[src/rtl/hazard_stall_ctrl.sv]
// Pipeline stall/bubble controller: Tuse/Tnew RAW detection plus mult/div busy sequencing.
// Optional stall-cycle counter enabled by defining HAZARD_STALL_CNT_EN.
module hazard_stall_ctrl #(
  parameter int MULT_CYC = 5,
  parameter int DIV_CYC  = 10,
  parameter int CNT_W    = 4
) (
  input  logic        clk,
  input  logic        reset,
  input  logic [4:0]  D_rs,
  input  logic [4:0]  D_rt,
  input  logic [1:0]  D_rs_tuse,
  input  logic [1:0]  D_rt_tuse,
  input  logic        D_is_md,
  input  logic [4:0]  E_dst,
  input  logic [1:0]  E_tnew,
  input  logic [4:0]  M_dst,
  input  logic [1:0]  M_tnew,
  input  logic        E_md_start,
  input  logic        E_md_is_div,
  output logic        stall,
  output logic        F_pause,
  output logic        E_bubble,
  output logic        md_busy,
  output logic [31:0] stall_cnt
);

  localparam logic [CNT_W-1:0] MULT_LD = CNT_W'(MULT_CYC);
  localparam logic [CNT_W-1:0] DIV_LD  = CNT_W'(DIV_CYC);
  localparam logic [CNT_W-1:0] CNT_ONE = CNT_W'(1);

  typedef enum logic {
    IDLE = 1'b0,
    BUSY = 1'b1
  } state_t;

  state_t           state;
  state_t           state_nxt;
  logic [CNT_W-1:0] cnt;
  logic [CNT_W-1:0] cnt_nxt;

  logic stall_rs;
  logic stall_rt;
  logic stall_md;

  // A producer blocks the consumer only when its value arrives later than it is needed.
  function automatic logic raw_hazard(input logic [4:0] src,
                                      input logic [1:0] tuse,
                                      input logic [4:0] dst,
                                      input logic [1:0] tnew);
    return (src != 5'd0) && (dst == src) && (tuse < tnew);
  endfunction

  always_comb begin
    stall_rs = raw_hazard(D_rs, D_rs_tuse, E_dst, E_tnew) |
               raw_hazard(D_rs, D_rs_tuse, M_dst, M_tnew);
    stall_rt = raw_hazard(D_rt, D_rt_tuse, E_dst, E_tnew) |
               raw_hazard(D_rt, D_rt_tuse, M_dst, M_tnew);
    stall_md = D_is_md & (md_busy | E_md_start);
    stall    = stall_rs | stall_rt | stall_md;
  end

  assign F_pause  = stall;
  assign E_bubble = stall;

  always_ff @(posedge clk or negedge reset) begin
    if (!reset) begin
      state <= IDLE;
      cnt   <= '0;
    end else begin
      state <= state_nxt;
      cnt   <= cnt_nxt;
    end
  end

  // E/M/W never stall, so the busy count keeps running while D is held.
  always_comb begin
    state_nxt = state;
    cnt_nxt   = cnt;
    case (state)
      IDLE: begin
        if (E_md_start) begin
          cnt_nxt   = E_md_is_div ? DIV_LD : MULT_LD;
          state_nxt = BUSY;
        end
      end
      BUSY: begin
        cnt_nxt = cnt - CNT_ONE;
        if (cnt == CNT_ONE) begin
          state_nxt = IDLE;
        end
      end
      default: begin
        state_nxt = IDLE;
        cnt_nxt   = '0;
      end
    endcase
  end

  assign md_busy = (cnt != '0);

`ifdef HAZARD_STALL_CNT_EN
  logic [31:0] stall_cnt_q;

  always_ff @(posedge clk or negedge reset) begin
    if (!reset) begin
      stall_cnt_q <= 32'h0;
    end else if (stall) begin
      stall_cnt_q <= stall_cnt_q + 32'd1;
    end
  end

  assign stall_cnt = stall_cnt_q;
`else
  assign stall_cnt = 32'h0;
`endif

endmodule

[config.mk]
export PLATFORM = sky130hd
export DESIGN_NAME = hazard_stall_ctrl
export DESIGN_NICKNAME = d
export VERILOG_FILES = /design/src/rtl/hazard_stall_ctrl.sv
export SDC_FILE = /design/constraint.sdc
export NUM_CORES = 1
export LEC_CHECK = 0
export CAP_MARGIN = 20
export CORE_MARGIN = 3
export CORE_UTILIZATION = 37
export DETAILED_ROUTE_END_ITERATION = 10
export PLACE_DENSITY = 0.86
export SYNTH_ARGS = -nofsm -noshare
export SYNTH_HDL_FRONTEND = slang
export SYNTH_SLANG_ARGS = --single-unit
export TNS_END_PERCENT = 10
[constraint.sdc]
create_clock -name clk -period 4.4 [get_ports clk]
set_input_delay 1.1 -clock clk [delete_from_list [all_inputs] [get_ports clk]]
set_output_delay 1.1 -clock clk [all_outputs]
set_load 0.02 [all_outputs]
# Word level (Yosys, flattened, before mapping)
# Index checks and enable logic that the tools add are counted.
[op_classes]
add_sub_neg = 1
magnitude_cmp = 4
eq_ne = 6
mux = 6
n_bitwise = 7
n_reduce_logical = 11
[ops]
columns = ["operator", "count"]
rows = [
  ["5-bit equality test", 4],
  ["5-bit nonzero test", 2],
  ["1-bit logical AND", 8],
  ["2-bit less-than comparator", 4],
  ["4-bit two-way mux", 2],
  ["4-bit one-hot mux with 2 select lines", 1],
  ["1-bit OR", 5],
  ["4-bit by 1-bit equality test with 1-bit output (second input constant)", 1],
  ["4-bit nonzero test", 1],
  ["4-bit by 1-bit subtractor with 4-bit output (second input constant)", 1],
  ["1-bit two-way mux", 2],
  ["2-bit inequality test (second input constant)", 1],
  ["1-bit one-hot mux with 2 select lines", 1],
  ["1-bit AND", 1],
  ["1-bit inverter", 1],
]
[word_totals]
register_bits = 5
inputBits = 33

# Depth between registers and ports, before layout
[logic_depth]
ltp_word = 6
mapped_depth = 7
ltp_nobuf = 6

# Least setup slack after synthesis
# No wires, ideal clock.
[synth_timing]
kind = "in2out"
startpoint = "input port E_tnew[1]"
endpoint = "output port F_pause"
arrival_time_ns = 2.350
required_time_ns = 3.300
path_slack_ns = 0.950
cell_stages = 7
cell_sequence = "inv_1 -> ha_1 -> a2111oi_4 -> nand4_1 -> o2bb2ai_1 -> nand3_1 -> buf_4"
[synth_between]
elab_chain_cells = 5
[synth_lines]
columns = ["element", "line", "source"]
rows = [
  ["start: declaration", "16", "input logic [1:0] E_tnew,"],
  ["2-bit less-than comparator", "51", "return (src != 5'd0) && (dst == src) && (tuse < tnew);"],
  ["1-bit logical AND", "51", ""],
  ["1-bit OR, on equally long branches", "55, 57", ""],
  ["1-bit OR (*) (2 in a row)", "60", "stall = stall_rs | stall_rt | stall_md;"],
  ["end: declaration", "22", "output logic F_pause,"],
]
# Mark *: on every way between the ends. The rest lies on a longest branch, timed or not.

# Final worst setup path
[layout_timing]
startpoint = "input port E_tnew[1]"
endpoint = "output port E_bubble"
[layout_between]
elab_chain_cells = 5
[layout_lines]
columns = ["element", "line", "source"]
rows = [
  ["2-bit less-than comparator", "51", ""],
  ["1-bit logical AND", "51", ""],
  ["1-bit OR, on equally long branches", "55, 57", ""],
  ["1-bit OR (*) (2 in a row)", "60", ""],
  ["end: declaration", "23", "output logic E_bubble,"],
]
# Marks and branches as above.

==> results.rst <==
.. list-table::
   :header-rows: 1

   * - Metric
     - Value
   * - Residual overflow from global routing
     - 0
   * - Clock slew at reported path FFs
     - 40 ps
   * - Clock buffer depth
     - 2
   * - Final RePlAce weighted congestion
     - 0.856
   * - Critical setup path kind
     - primary input to output port
   * - Capture instance of the worst register-to-register path
     - cnt[2]
   * - Fill cell count
     - 213
   * - Final routed DRC violation total
     - 0
   * - Number of global-route vias before repair
     - 777
   * - Ratio of final minimum period to clock period
     - 89.9%
   * - Worst hold path endpoint
     - cnt[0]
   * - Die outline area
     - 3160 µm²
   * - Outcome
     - complete, no violations
   * - Setup TNS
     - 0 ps
   * - Final routed wire length divided by cell count
     - 11.9 µm
   * - Total number of nets in the final design
     - 188
   * - Lkg Pwr
     - 0.554 nW
   * - Syn Inst Count
     - 111
   * - Number of buffers inserted during clock tree synthesis
     - 3
   * - Area Growth Syn to Fin
     - 30.6%
   * - Clock tree skew after final layout
     - 3.94 ps
   * - Share of the synthesized area in the top cell type
     - 27.4%
   * - Wire length after detailed routing
     - 2.07 mm
   * - Number of setup violations in the final report
     - 0
   * - Final Power
     - 341 µW
   * - Reg2Reg Depth
     - 5
   * - Antenna-violating nets left
     - 0
   * - Synth unique cells
     - 24
   * - Top post-synthesis cells by area
     - buf_4, dfrtp_1, xnor2_1, ha_1, xor2_1
   * - Height of the die
     - 56.2 µm
   * - Count of input and output buffers
     - 36
   * - Beginning of the worst register-to-register path
     - cnt[0]
   * - Peak supply drop
     - 239 µV
   * - Post-synthesis sequential element count
     - 5
   * - Initial standard-cell utilization of the core
     - 40.6%
   * - Fraction of the core area covered by cells at the end of the flow
     - 53.0%
   * - Max frequency
     - 0.253 GHz
   * - Data arrival time of the critical path
     - 2850 ps
   * - Max Transition Viols Final
     - 0
   * - Clock period minus final worst setup slack
     - 3950 ps
   * - Worst EP required
     - 3300 ps
   * - Aggregate global-route resource usage
     - 13.1%
   * - Global-route wire length before repair
     - 3.33 mm
   * - Kind of start point of the critical path
     - primary input
   * - Commonest non-fill, non-tap cell in the layout
     - clkdlybuf4s50_1
   * - Yosys warning count
     - 0
   * - Pwr Density
     - 280 nW/µm²
   * - Register-to-register setup slack
     - 3220 ps
   * - Unrepaired setup endpoints after global routing
     - false
   * - Clock latency of the later-clocked register in the worst-skew pair
     - 240 ps
   * - Total number of clock tree sinks
     - 5
   * - Critical Path Sink Type
     - output port
   * - Slowest stage cell, crit path
     - clkdlybuf4s50_1
   * - Class of the tightest hold or removal check
     - register to register
   * - Post-cts sizing count
     - 0
   * - Cell area after synthesis
     - 932 µm²
   * - Worst path buffer plus inverter count
     - 3
   * - H-tree Lvls
     - 1
   * - Commonest non-fill, non-tap cells in the layout
     - clkdlybuf4s50_1, conb_1, xnor2_1
   * - Core Area
     - 2300 µm²
   * - Cell breakdown of the critical path
     - clkdlybuf4s50_1 > inv_1 > ha_1 > a2111oi_4 > nand4_1 > o2bb2ai_1 > nand3_1 > dlymetal6s2s_1
   * - HPWL after detailed placement
     - 1.86 mm
   * - Master cell of the clock root buffer
     - clkbuf_4
   * - Fraction of layout instances using a drive strength above 1
     - 4.08%
   * - Number of diodes
     - 0
   * - Fin. Hold Viols
     - 0
   * - Largest net degree at the start of global routing
     - 11
   * - Portion of the post-synthesis area used by sequential elements
     - 13.4%
   * - Routed vias/inst
     - 4.47
   * - Violation count after the first detailed-routing iteration
     - 10
   * - Number of hold buffers added after CTS
     - 0
   * - Maximum Capacitance Violations
     - 0
   * - Number of cells on the worst hold path
     - 1
   * - Chip Width
     - 56.2 µm
   * - Mean Syn Cell Area
     - 8.40 µm²
   * - Ports
     - 69
   * - Launch instance of the worst min-delay path
     - cnt[0]
   * - Vias after detailed routing
     - 783
   * - Cell taking the most area after synthesis
     - buf_4
   * - Clock tree from TritonCTS
     - built
   * - Pre-Repair DR Iteration Count
     - 4
   * - Largest stage delay, worst path
     - 450 ps
   * - Number of antenna violations at the first check in global routing
     - 0
   * - Cell type group with the largest total delay on the critical path
     - buffers and inverters
   * - Std-Cell Rows
     - 17
   * - Top fanout value on the critical path
     - 3
   * - Post-CTS Setup Repair Bufs
     - 0
==> power breakdown <==
| group | leakage (nW) | total [mW] | switching (mW) | internal, mW |
|---|---|---|---|---|
| registers | 0.0548 | 0.0971 | 0.0274 | 0.0697 |
| clock network | 0.0150 | 0.0525 | 0.0183 | 0.0343 |
| logic | 0.485 | 0.191 | 0.0997 | 0.0915 |
| total | 0.554 | 0.341 | 0.145 | 0.195 |
==> worst reg2reg max path, cell delays in order (launching register included) <==
cell	delay [ps]
dfrtp_1	410
inv_1	90
ha_1	210
inv_1	60
a21oi_1	60
o221a_1	250
==> state kept, by name, indices dropped and copies added, names as in the netlist <==
signal  cells
state       1
cnt         4
==> cells by family after synthesis <==
kind of cell | synth area share, %
other | 0.402
adders and majority gates | 9.40
and+or+nand+nor | 11.0
AOI/OAI and AO/OA | 14.2
xor gates and xnor gates | 19.7
DFF | 13.4
muxes | 1.07
buffers and inverters | 30.7
==> area by class of cell <==
| cell class | count | area [µm²] | share of cell area (%) |
|---|---|---|---|
| clock buffers | 4 | 26.3 | 2.16 |
| multi-input cells | 95 | 637 | 52.3 |
| inverters | 7 | 26.3 | 2.16 |
| well taps | 28 | 35.0 | 2.88 |
| flip-flops and latches | 5 | 125 | 10.3 |
| repair buffers | 36 | 368 | 30.2 |
==> how the worst max path moves through the flow <==
| stage | endpoint | startpoint | depth (start not counted) |
|---|---|---|---|
| final | E_bubble | E_tnew[1] | 8 |
| after floorplan | F_pause | E_tnew[1] | 7 |
| after global placement | E_bubble | E_tnew[1] | 8 |
| after detailed placement | stall | E_tnew[1] | 8 |
| after CTS | stall | E_tnew[1] | 8 |
| after global routing | stall | M_tnew[1] | 8 |
==> metal layers <==
metal  routed length [µm]  share of wire (%)  vias to the layer above  GRT usage [%]
li1                     -                  -                      380              -
met1                  771                 37                      355           13.8
met2                 1070                 52                       46           23.4
met3                  214                 10                        2           5.57
met4                   18               0.87                        0           4.07
met5                    0                  0                        -              0
==> cell usage after synthesis (all sizes together) <==
cell type and instances:
nand4 4, o2bb2ai 2, nor2 4, or4 2
xnor2 12, nand3 2, xor2 9, a31oi 1
a21oi 3, a2111oi 3, o221a 1, nor3 1
nand2 2, nor4 1, ha 7, mux2i 1
o21ai 5, nand2b 3, dfrtp 5, buf 35
conb 1, inv 7
==> per-stage QoR <==
| stage | cells | hold slack (ps) | worst slack, ps | area [µm²] |
|---|---|---|---|---|
| global route | 175 | 599 | 336 | 1220 |
| finish | 175 | 550 | 446 | 1220 |
| CTS | 175 | 554 | 27.1 | 1210 |
| floorplan | 142 | 494 | 950 | 1050 |
| global placement | 171 | 515 | 82.8 | 1180 |
| detailed placement | 171 | 551 | 27.9 | 1180 |
(Power assumes the default switching activity.)
